--- src/rtl/ex_mem_stage.sv ---
// rtl/ex_mem_stage.sv - EX/MEM stage: decode, slt fix-up, branch resolution, overflow trap
// Define EX_MEM_SKID_EN for a 2-entry skid buffer with registered in_ready; default is one register.
module ex_mem_stage (
  input  logic        clk,
  input  logic        rst_n,
  input  logic        in_valid,
  output logic        in_ready,
  input  logic [31:0] instruction,
  input  logic [31:0] pc,
  input  logic [31:0] alu_result,
  input  logic [2:0]  alu_flags,
  input  logic [31:0] store_data,
  output logic        out_valid,
  input  logic        out_ready,
  output logic [31:0] out_result,
  output logic [31:0] out_store_data,
  output logic [4:0]  out_dest,
  output logic        out_reg_write,
  output logic        out_mem_read,
  output logic        out_mem_write,
  input  logic        flush,
  output logic        branch_taken,
  output logic [31:0] branch_target,
  output logic        ovf_exc,
  output logic [31:0] exc_pc
);

  localparam logic [5:0] OP_RTYPE = 6'b000000;
  localparam logic [5:0] OP_BEQ   = 6'b000100;
  localparam logic [5:0] OP_BNE   = 6'b000101;
  localparam logic [5:0] OP_ADDI  = 6'b001000;
  localparam logic [5:0] OP_ADDIU = 6'b001001;
  localparam logic [5:0] OP_SLTI  = 6'b001010;
  localparam logic [5:0] OP_SLTIU = 6'b001011;
  localparam logic [5:0] OP_ANDI  = 6'b001100;
  localparam logic [5:0] OP_ORI   = 6'b001101;
  localparam logic [5:0] OP_XORI  = 6'b001110;
  localparam logic [5:0] OP_LW    = 6'b100011;
  localparam logic [5:0] OP_SW    = 6'b101011;

  localparam logic [5:0] FN_ADD   = 6'b100000;
  localparam logic [5:0] FN_SUB   = 6'b100010;
  localparam logic [5:0] FN_SLT   = 6'b101010;
  localparam logic [5:0] FN_SLTU  = 6'b101011;

  typedef struct packed {
    logic [31:0] result;
    logic [31:0] store_data;
    logic [4:0]  dest;
    logic        reg_write;
    logic        mem_read;
    logic        mem_write;
  } entry_t;

  logic [5:0]  opcode;
  logic [5:0]  func;
  logic [15:0] imm;
  logic [4:0]  d_dest;
  logic        d_wr, d_rd, d_wrm, d_slt, d_ovf_op, d_beq, d_bne;
  logic        ovf, taken;
  logic [31:0] target;
  entry_t      new_entry;
  entry_t      head;
  logic        head_v;
  logic        accept, deliver;
  logic        unused_rs;

  assign opcode    = instruction[31:26];
  assign func      = instruction[5:0];
  assign imm       = instruction[15:0];
  assign unused_rs = ^instruction[25:21];

  always_comb begin
    d_dest   = 5'd0;
    d_wr     = 1'b0;
    d_rd     = 1'b0;
    d_wrm    = 1'b0;
    d_slt    = 1'b0;
    d_ovf_op = 1'b0;
    d_beq    = 1'b0;
    d_bne    = 1'b0;
    case (opcode)
      OP_RTYPE: begin
        d_dest   = instruction[15:11];
        d_wr     = 1'b1;
        d_slt    = (func == FN_SLT) || (func == FN_SLTU);
        d_ovf_op = (func == FN_ADD) || (func == FN_SUB);
      end
      OP_ADDI: begin
        d_dest   = instruction[20:16];
        d_wr     = 1'b1;
        d_ovf_op = 1'b1;
      end
      OP_ADDIU, OP_ANDI, OP_ORI, OP_XORI: begin
        d_dest = instruction[20:16];
        d_wr   = 1'b1;
      end
      OP_SLTI, OP_SLTIU: begin
        d_dest = instruction[20:16];
        d_wr   = 1'b1;
        d_slt  = 1'b1;
      end
      OP_LW: begin
        d_dest = instruction[20:16];
        d_wr   = 1'b1;
        d_rd   = 1'b1;
      end
      OP_SW:   d_wrm = 1'b1;
      OP_BEQ:  d_beq = 1'b1;
      OP_BNE:  d_bne = 1'b1;
      default: ;
    endcase
  end

  assign ovf    = d_ovf_op && alu_flags[0];
  assign taken  = (d_beq && alu_flags[2]) || (d_bne && !alu_flags[2]);
  assign target = pc + 32'd4 + {{14{imm[15]}}, imm, 2'b00};

  // A trapped add/sub still travels down the pipe, but must not retire a write.
  assign new_entry.result     = d_slt ? {31'b0, alu_flags[1]} : alu_result;
  assign new_entry.store_data = store_data;
  assign new_entry.dest       = d_dest;
  assign new_entry.reg_write  = d_wr && (d_dest != 5'd0) && !ovf;
  assign new_entry.mem_read   = d_rd;
  assign new_entry.mem_write  = d_wrm;

  assign accept  = in_valid && in_ready && !flush;
  assign deliver = head_v && out_ready;

`ifdef EX_MEM_SKID_EN
  entry_t skid;
  logic   skid_v;
  logic   ready_q;

  assign in_ready = ready_q;

  // head is always the older entry; skid only fills while head is stalled.
  always_ff @(posedge clk or negedge rst_n) begin
    if (!rst_n) begin
      head    <= '0;
      head_v  <= 1'b0;
      skid    <= '0;
      skid_v  <= 1'b0;
      ready_q <= 1'b0;
    end else if (flush) begin
      head_v  <= 1'b0;
      skid_v  <= 1'b0;
      ready_q <= 1'b1;
    end else if (deliver && skid_v) begin
      head    <= skid;
      skid_v  <= 1'b0;
      ready_q <= 1'b1;
    end else if (deliver || !head_v) begin
      head_v  <= accept;
      if (accept) head <= new_entry;
      ready_q <= 1'b1;
    end else if (accept) begin
      skid    <= new_entry;
      skid_v  <= 1'b1;
      ready_q <= 1'b0;
    end
  end
`else
  assign in_ready = !head_v || out_ready;

  always_ff @(posedge clk or negedge rst_n) begin
    if (!rst_n) begin
      head   <= '0;
      head_v <= 1'b0;
    end else if (flush) begin
      head_v <= 1'b0;
    end else if (accept) begin
      head   <= new_entry;
      head_v <= 1'b1;
    end else if (deliver) begin
      head_v <= 1'b0;
    end
  end
`endif

  always_ff @(posedge clk or negedge rst_n) begin
    if (!rst_n) begin
      branch_taken  <= 1'b0;
      branch_target <= 32'd0;
      ovf_exc       <= 1'b0;
      exc_pc        <= 32'd0;
    end else begin
      branch_taken <= accept && taken;
      ovf_exc      <= accept && ovf;
      if (accept && taken) branch_target <= target;
      if (accept && ovf)   exc_pc        <= pc;
    end
  end

  assign out_valid      = head_v;
  assign out_result     = head.result;
  assign out_store_data = head.store_data;
  assign out_dest       = head.dest;
  assign out_reg_write  = head.reg_write;
  assign out_mem_read   = head.mem_read;
  assign out_mem_write  = head.mem_write;

endmodule

--- config.mk ---
export PLATFORM = sky130hd
export DESIGN_NAME = ex_mem_stage
export DESIGN_NICKNAME = d
export VERILOG_FILES = /design/src/rtl/ex_mem_stage.sv
export SDC_FILE = /design/constraint.sdc
export NUM_CORES = 1
export LEC_CHECK = 0
export CAP_MARGIN = 0
export CORE_MARGIN = 5
export CORE_UTILIZATION = 45
export CTS_CLUSTER_SIZE = 20
export DETAILED_ROUTE_END_ITERATION = 7
export GPL_TIMING_DRIVEN = 1
export HOLD_SLACK_MARGIN = 0.12
export PLACE_DENSITY = 0.81
export RECOVER_POWER = 50
export REMOVE_ABC_BUFFERS = 1
export SKIP_LAST_GASP = 1
export SYNTH_ARGS = -nofsm -noshare
export SYNTH_HDL_FRONTEND = slang
export SYNTH_SLANG_ARGS = --single-unit
--- constraint.sdc ---
create_clock -name clk -period 4.5 [get_ports clk]
set_clock_uncertainty 0.2 [all_clocks]
set_input_delay 0.9 -clock clk [delete_from_list [all_inputs] [get_ports clk]]
set_output_delay 0.9 -clock clk [all_outputs]
set_load 0.03 [all_outputs]
# Yosys cells after proc, flatten, opt, wreduce, memory -nomap -nowiden
# Cells that the tools add are included.
[totals] word_cells=66 ff_bits=139 out_inout_bits=140
[classes] bitwise_logic=1 addsub=2 n_eq_ne=15 n_reduce_logical=25 n_mux=12
[op_table] cell="6-bit by 4-bit equality test with 1-bit output (second input constant)" n=7
[op_table] cell="6-bit equality test (second input constant)" n=6
[op_table] cell="32-bit by 3-bit adder with 32-bit output (second input constant)" n=1
[op_table] cell="32-bit adder" n=1
[op_table] cell="32-bit 2-to-1 mux" n=1
[op_table] cell="6-bit by 3-bit equality test with 1-bit output (second input constant)" n=2
[op_table] cell="1-bit logical AND" n=10
[op_table] cell="5-bit one-hot mux with 2 select lines" n=1
[op_table] cell="9-bit OR reduction" n=1
[op_table] cell="1-bit 2-to-1 mux" n=8
[op_table] cell="8-bit OR reduction" n=1
[op_table] cell="6-bit zero test" n=1
[op_table] cell="5-bit nonzero test" n=1
[op_table] cell="1-bit zero test" n=4
[op_table] cell="1-bit logical OR" n=4
[op_table] cell="1-bit one-hot mux with 2 select lines" n=2
[op_table] cell="3-bit nonzero test" n=1
[op_table] cell="2-bit AND reduction" n=1
[op_table] cell="2-bit OR reduction" n=1
[op_table] cell="1-bit NOT" n=1

# Longest topological paths before layout
# Gate-level depths: netlist of run 1.
[depth] word_depth=6 mapped_depth=12 ltp_nobuf=12

# Worst setup path before layout of run 1
# OpenSTA, ideal clock, no wires.
[synth_timing] kind="in2reg" start="input instruction[1]" end="register branch_target[25]" cell_stages=10 t_arrival_ns=3.111 setup_slack_ns=1.060 setup_time_ns=0.129 path_cell_list="ha_1 -> ha_1 -> fa_1 -> a21o_1 -> a221oi_2 -> o21ai_2 -> a31oi_1 -> o221a_2 -> xnor2_1 -> o21ai_1"
[synth_via] elab_chain_len=1
[synth_lines] item="from (decl)" line="8" rtl="input logic [31:0] instruction,"
[synth_lines] item="32-bit adder" line="117" rtl="assign target = pc + 32'd4 + {{14{imm[15]}}, imm, 2'b00};"
[synth_lines] item="to (signal assigned)" line="190" rtl="if (accept && taken) branch_target <= target;"
[synth_lines] item="to (decl)" line="23" rtl="output logic [31:0] branch_target,"
# Every way passes these cells.
# A chain may end at the register's enable or synchronous reset.

# Worst setup path in the final report of run 1
[layout_timing] start="input instruction[1]" end="register branch_target[27]"
# Same word-level chain as after synthesis.

==> metrics.cfg, run 1 <==
[setup_path]
end_kind=flip-flop
crit_chain=clkdlybuf4s50_1, ha_1, ha_1, fa_1, a21o_1, a221oi_2, o21ai_2, a31oi_1, o31ai_1, xnor2_1, o21ai_0
crit_path_start_kind=input port
max_stage_delay_ps=440
cp.required_ps=4570
timing.rr.start=out_valid
path_buf_inv=1
cp_max_fo=4
crit_type=in2reg
startpoint=instruction[1]
cp_top_family=compound AO/OA/AOI/OAI gates
r2r_slack_ps=1760
critical_path_arrival_ps=3980
slowest_stage=a31oi_1
path_common_cell=ha_1

[worst_hold_path]
hp-class=reg2reg
min-delay-start=out_store_data[20]

[logic_synthesis]
ys_warn_count=0
synthFlopType=dfrtp_1
ys_types=56
ys_ff_latch=139
netlist_instances=778
seq_area_frac_synth=0.4730
avgSynthCellArea_um2=9.452
syn_area_um2=7353
synth_edf_count=0
async_flop_share=1.000

[clocking]
clock_latency_ps=420
cts_repair_resize_count=0
htree_levels=4
cts_sinks=139
clkTransAtPathRegs_ps=60
cts-buffers-inserted=17
post-cts-setup-buffers=0
cts_hold_buf=0
clk_path_buf_depth=2
cts_tree=yes
cts_root_buf=clkbuf_16

[sta]
tightest_slew_ps=2964
post-route-period-util=0.8696
fmax_mhz=255.5
drv_slew=117
finalSetupViolCount=0
hold_slack_ps=265.3
period_needed_ps=3913
max_slew_margin=-0.9762
grt_setup_unrepaired=no
hold_viol_final=0

[status]
status=finished with violations
violations=max-capacitance violations, max-slew violations

[global_route]
antenna_found_initial=0
overflow=0
grt_pass1_wl_um=34540
grtUsageTotal=0.2338
grt_max_degree=117
grt_pass1_vias=6646

[detailed_routing]
dr.pass1.iters=5
dr.first_iter.drc_count=401
postRouteAntennaNets=0
drcViolationCount=0
drt-total-wl_um=22410
num_vias=6628
vias_per_cell=5.260
avgRoutedWirePerCell_um=17.78

[power]
max-vdd-ir-drop_uv=265.4
p_leak_nw=5.058
p_total_mw=4.137
power.density_nw_per_um2=383.4

[placement]
gp_congestion=0.8938
dp_hpwl_um=16910
numPortBuffers=270

[floorplan]
core_um2=15940
fp-row-count=46
ios=276
start_util=0.4612
fp.dieH_um=137.8
die_area_um2=19000
die_w_um=137.8

[job]
drv_cap=1

[finish]
diodes=0
nets=1226
drive_above_1_share=0.07759
final_util=0.6768
layout_common_cells=220 x nand2_1, 209 x clkdlybuf4s50_1, 139 x dfrtp_1
n_fill_cell=1251
area_delta_synth_final_pct=46.74
final_common_cell=nand2_1

## report_power, final
part	internal (mW)	switching [mW]
combinational	0.524	0.735
sequential	1.39	0.0743
clock	0.848	0.562
total	2.77	1.37
## kinds of logic after synthesis
| kind of cell | Yosys count | share of synthesized area |
|---|---|---|
| AO/OA/AOI/OAI | 160 | 0.1312 |
| adder cells (fa/ha/maj) | 58 | 0.09971 |
| multiplexers | 36 | 0.05462 |
| buffers and inverters | 52 | 0.03216 |
| flip-flops | 139 | 0.4730 |
| AND/OR/NAND/NOR | 306 | 0.1771 |
| XOR/XNOR | 27 | 0.03216 |
## worst reg2reg max path, stage by stage, from the launching register on
cell and delay, ps:
dfrtp_1 340, nor2b_1 260, inv_1 90, nand3b_1 160, clkbuf_1 570, buf_4 660, a211oi_1 170, a21o_1 190
## synth_stat cells (all sizes together), types with 8 or more instances
cell	count	area, µm²
a21o	10	75.07
a21oi	35	178.9
buf	15	97.59
clkbuf	27	101.4
dfrtp	139	3478
ha	57	713.2
inv	10	37.54
mux2	33	371.6
nand2	220	825.8
nand3	9	45.04
nor2	32	120.1
nor3	8	40.04
o21ai	72	364.1
xnor2	13	113.9
xor2	14	122.6
## cell type report
type,instances,area [µm²],area share
Clock buffer,19,452.9,0.04198
Clock inverter,12,137.6,0.01276
Inverter,10,37.54,0.003479
Multi-Input combinational cell,587,3657,0.3389
Sequential cell,139,3478,0.3224
Tap cell,216,270.3,0.02505
Timing Repair Buffer,277,2756,0.2555
## routing by layer
layer / share of wire / vias up / wire (µm) / GRT usage
met3: 0.068 / 43 / 1518 / 0.06355
li1: - / 3213 / - / -
met1: 0.41 / 3167 / 9156 / 0.2893
met4: 0.026 / 0 / 573 / 0.08727
met5: 0 / - / 0 / 0
met2: 0.50 / 205 / 11160 / 0.3910
## state kept, by name (all words and copies together), names as in the netlist, 5 cells and up
register        flops
branch_target      32
exc_pc             32
out_result         32
out_store_data     32
out_dest            5
## stage by stage
step / setup WS (ps) / cells / TNS (ps) / instance area (µm²)
floorplan: -1988 / 736 / -112630 / 7154
global placement: 235.9 / 1229 / 0 / 10210
detailed placement: 222.2 / 1229 / 0 / 10210
CTS: 653.4 / 1260 / 0 / 10800
global route: 382.5 / 1260 / 0 / 10790
finish: 586.9 / 1260 / 0 / 10790
## worst paths after layout
path / depth (start not counted) / to
min in group asynchronous: 1 / out_store_data[24]
setup reg to reg: 7 / out_reg_write
hold reg to reg: 2 / out_store_data[20]
hold / removal: 2 / out_store_data[20]
setup / recovery: 11 / branch_target[27]
max in group asynchronous: 2 / branch_target[6]
(Power assumes the default switching activity.)
==> run 2, diff against run 1 <==
- CORE_UTILIZATION: 45 -> 41
- GPL_TIMING_DRIVEN: 1 -> not set
- PLACE_DENSITY: 0.81 -> 0.78
- clock period: 4.5 -> 3.25 ns (I/O delays scaled with it)
==> run 2 against run 1 <==
Compared with the run above: critical path type unchanged; global-route usage fell by 0.89 points; the flow still finishes with violations (max-capacitance violations, max-slew violations); register-to-register slack got worse by 910 ps; sequential share of layout area shrank 3.1 points; combinational power increased by 60%.
==> metrics.cfg, run 2 (synthesis results as in run 1) <==
[sta]
finalSetupViolCount=0  ; unchanged
period_needed_ps=3196
tightest_slew_ps=1804  ; -1161 ps
setup_ws_ps=53.61  ; -533.2 ps
grt_setup_unrepaired=yes
hold_viol_final=0  ; unchanged
drv_slew=69  ; -41%
hold_slack_ps=272.1  ; +6.794 ps
post-route-period-util=0.9835
fmax_mhz=312.9
max_slew_margin=-0.2024  ; +0.7738

[clocking]
htree_levels=4  ; unchanged
clk_path_buf_depth=2  ; unchanged
cts_root_buf=clkbuf_16
cts_sinks=139  ; unchanged
clock_latency_ps=420  ; about the same
cts-buffers-inserted=17  ; unchanged
cts_tree=yes
clkTransAtPathRegs_ps=70  ; about the same

[floorplan]
ios=276  ; unchanged
core_um2=17840  ; +12%
start_util=0.4122  ; -0.04907
die_w_um=143.9  ; +4.4%
die_area_um2=20710  ; +9.0%
fp-row-count=49  ; +6.5%
fp.dieH_um=143.9  ; +4.4%

[setup_path]
crit_path_start_kind=input port
critical_path_arrival_ps=3300  ; -680 ps
cp.required_ps=3350  ; -1220 ps
crit_type=in2reg
cp_max_fo=9  ; +5
end_kind=flip-flop

[global_route]
grt_max_degree=76  ; -35%
grt_pass1_wl_um=36940  ; +6.9%
overflow=0  ; unchanged
antenna_found_initial=1  ; +1
grt_pass1_vias=7242  ; +9.0%
grtUsageTotal=0.2248  ; -0.008929

[placement]
pre_cts_ws_ps=-567.4  ; -789.6 ps
dp_hpwl_um=17960  ; +6.2%
dp_cells=1366  ; +11%
numPortBuffers=270  ; unchanged
placed_area_um2=11210  ; +9.8%
gp_congestion=0.8911  ; -0.30%

[detailed_routing]
num_vias=7112  ; +7.3%
dr.first_iter.drc_count=336  ; -16%
drcViolationCount=0  ; unchanged
drt-total-wl_um=23640  ; +5.5%
dr.pass1.iters=5  ; unchanged
vias_per_cell=5.073  ; -3.6%
avgRoutedWirePerCell_um=16.86  ; -5.2%
postRouteAntennaNets=0  ; unchanged

[status]
violations=max-capacitance violations, max-slew violations
status=finished with violations

[power]
max-vdd-ir-drop_uv=366.8  ; +38%
p_leak_nw=5.670  ; +12%
power.density_nw_per_um2=517.9  ; +35%
p_total_mw=6.180  ; +49%

[job]
drv_cap=1  ; unchanged

[worst_hold_path]
hp-class=reg2reg

[finish]
drive_above_1_share=0.1867  ; +0.1091
final_cells=1402  ; +11%
n_fill_cell=1377  ; +10%
diodes=0  ; unchanged
nets=1354  ; +10%
final_common_cell=clkdlybuf4s50_1
layout_common_cells=237 x clkdlybuf4s50_1, 220 x nand2_1, 139 x dfrtp_1
area_delta_synth_final_pct=62.29
final_area_um2=11930  ; +11%

==> run 2: cell types whose count changed in the layout (fill, tap and decap cells not counted), sizes merged, moves of 3 or more <==
cell / before / now
dlymetal6s2s: 0 / 4
inv: 13 / 16
clkdlybuf4s50: 209 / 237
dlygate4sd3: 60 / 29
buf: 5 / 131
==> run 2: cell type report <==
| class | count | area (µm²) | share of cell area |
|---|---|---|---|
| multi-input cells | 587 | 3724 | 0.3120 |
| repair buffers | 405 | 3770 | 0.3159 |
| clock inverters | 14 | 209.0 | 0.01751 |
| inverters | 10 | 37.54 | 0.003145 |
| well taps | 229 | 286.5 | 0.02401 |
| clock buffers | 18 | 429.2 | 0.03596 |
| flip-flops and latches | 139 | 3478 | 0.2915 |
==> run 2: worst paths after layout <==
kind	startpoint	end	slack (ps)	depth (start not counted)
hold / removal	out_store_data[23]	out_store_data[23]	270	2
max in group asynchronous	rst_n	exc_pc[5]	570	3
hold reg to reg	out_store_data[23]	out_store_data[23]	270	2
setup reg to reg	out_valid	out_reg_write	850	7
min in group asynchronous	rst_n	exc_pc[8]	1070	2
setup / recovery	instruction[15]	branch_target[25]	50	12
==> run 2: what timing repair did <==
action                     in CTS  in global routing
hold endpoints to repair       67                  0
setup buffers                   0                  3
resized for setup               3                 17
setup endpoints to repair       7                 13
pin swaps                       3                 11
hold buffers                    1                  0
==> run 2: through the flow <==
| stage | TNS (ps) | utilization |
|---|---|---|
| after floorplan | -238160 | - |
| after global placement | -6537 | 0.6284 |
| after detailed placement | -7267 | 0.6284 |
| after CTS | 0 | 0.6658 |
| after global routing | -28.45 | 0.6689 |
| final | 0 | 0.6689 |
==> run 2: worst max-delay path, stage by stage <==
cell,delay (ps)
clkdlybuf4s50_1,460
buf_4,180
ha_1,250
ha_1,360
a211oi_1,240
o21ai_0,140
a41o_1,260
a31oi_2,180
buf_4,180
o221a_2,200
xnor2_1,110
o21ai_1,70
==> run 2: report_power, final <==
group	switching, mW	internal (mW)	leakage [nW]
sequential	0.106	1.93	1.81
clock	0.825	1.31	0.308
combinational	1.08	0.938	3.55
==> run 2: layer usage <==
metal / GRT usage / vias up / part of all wire
met5: 0 / - / 0.00030
met4: 0.07929 / 2 / 0.022
met3: 0.05857 / 43 / 0.063
met2: 0.3780 / 217 / 0.50
met1: 0.2803 / 3377 / 0.41
li1: - / 3473 / -
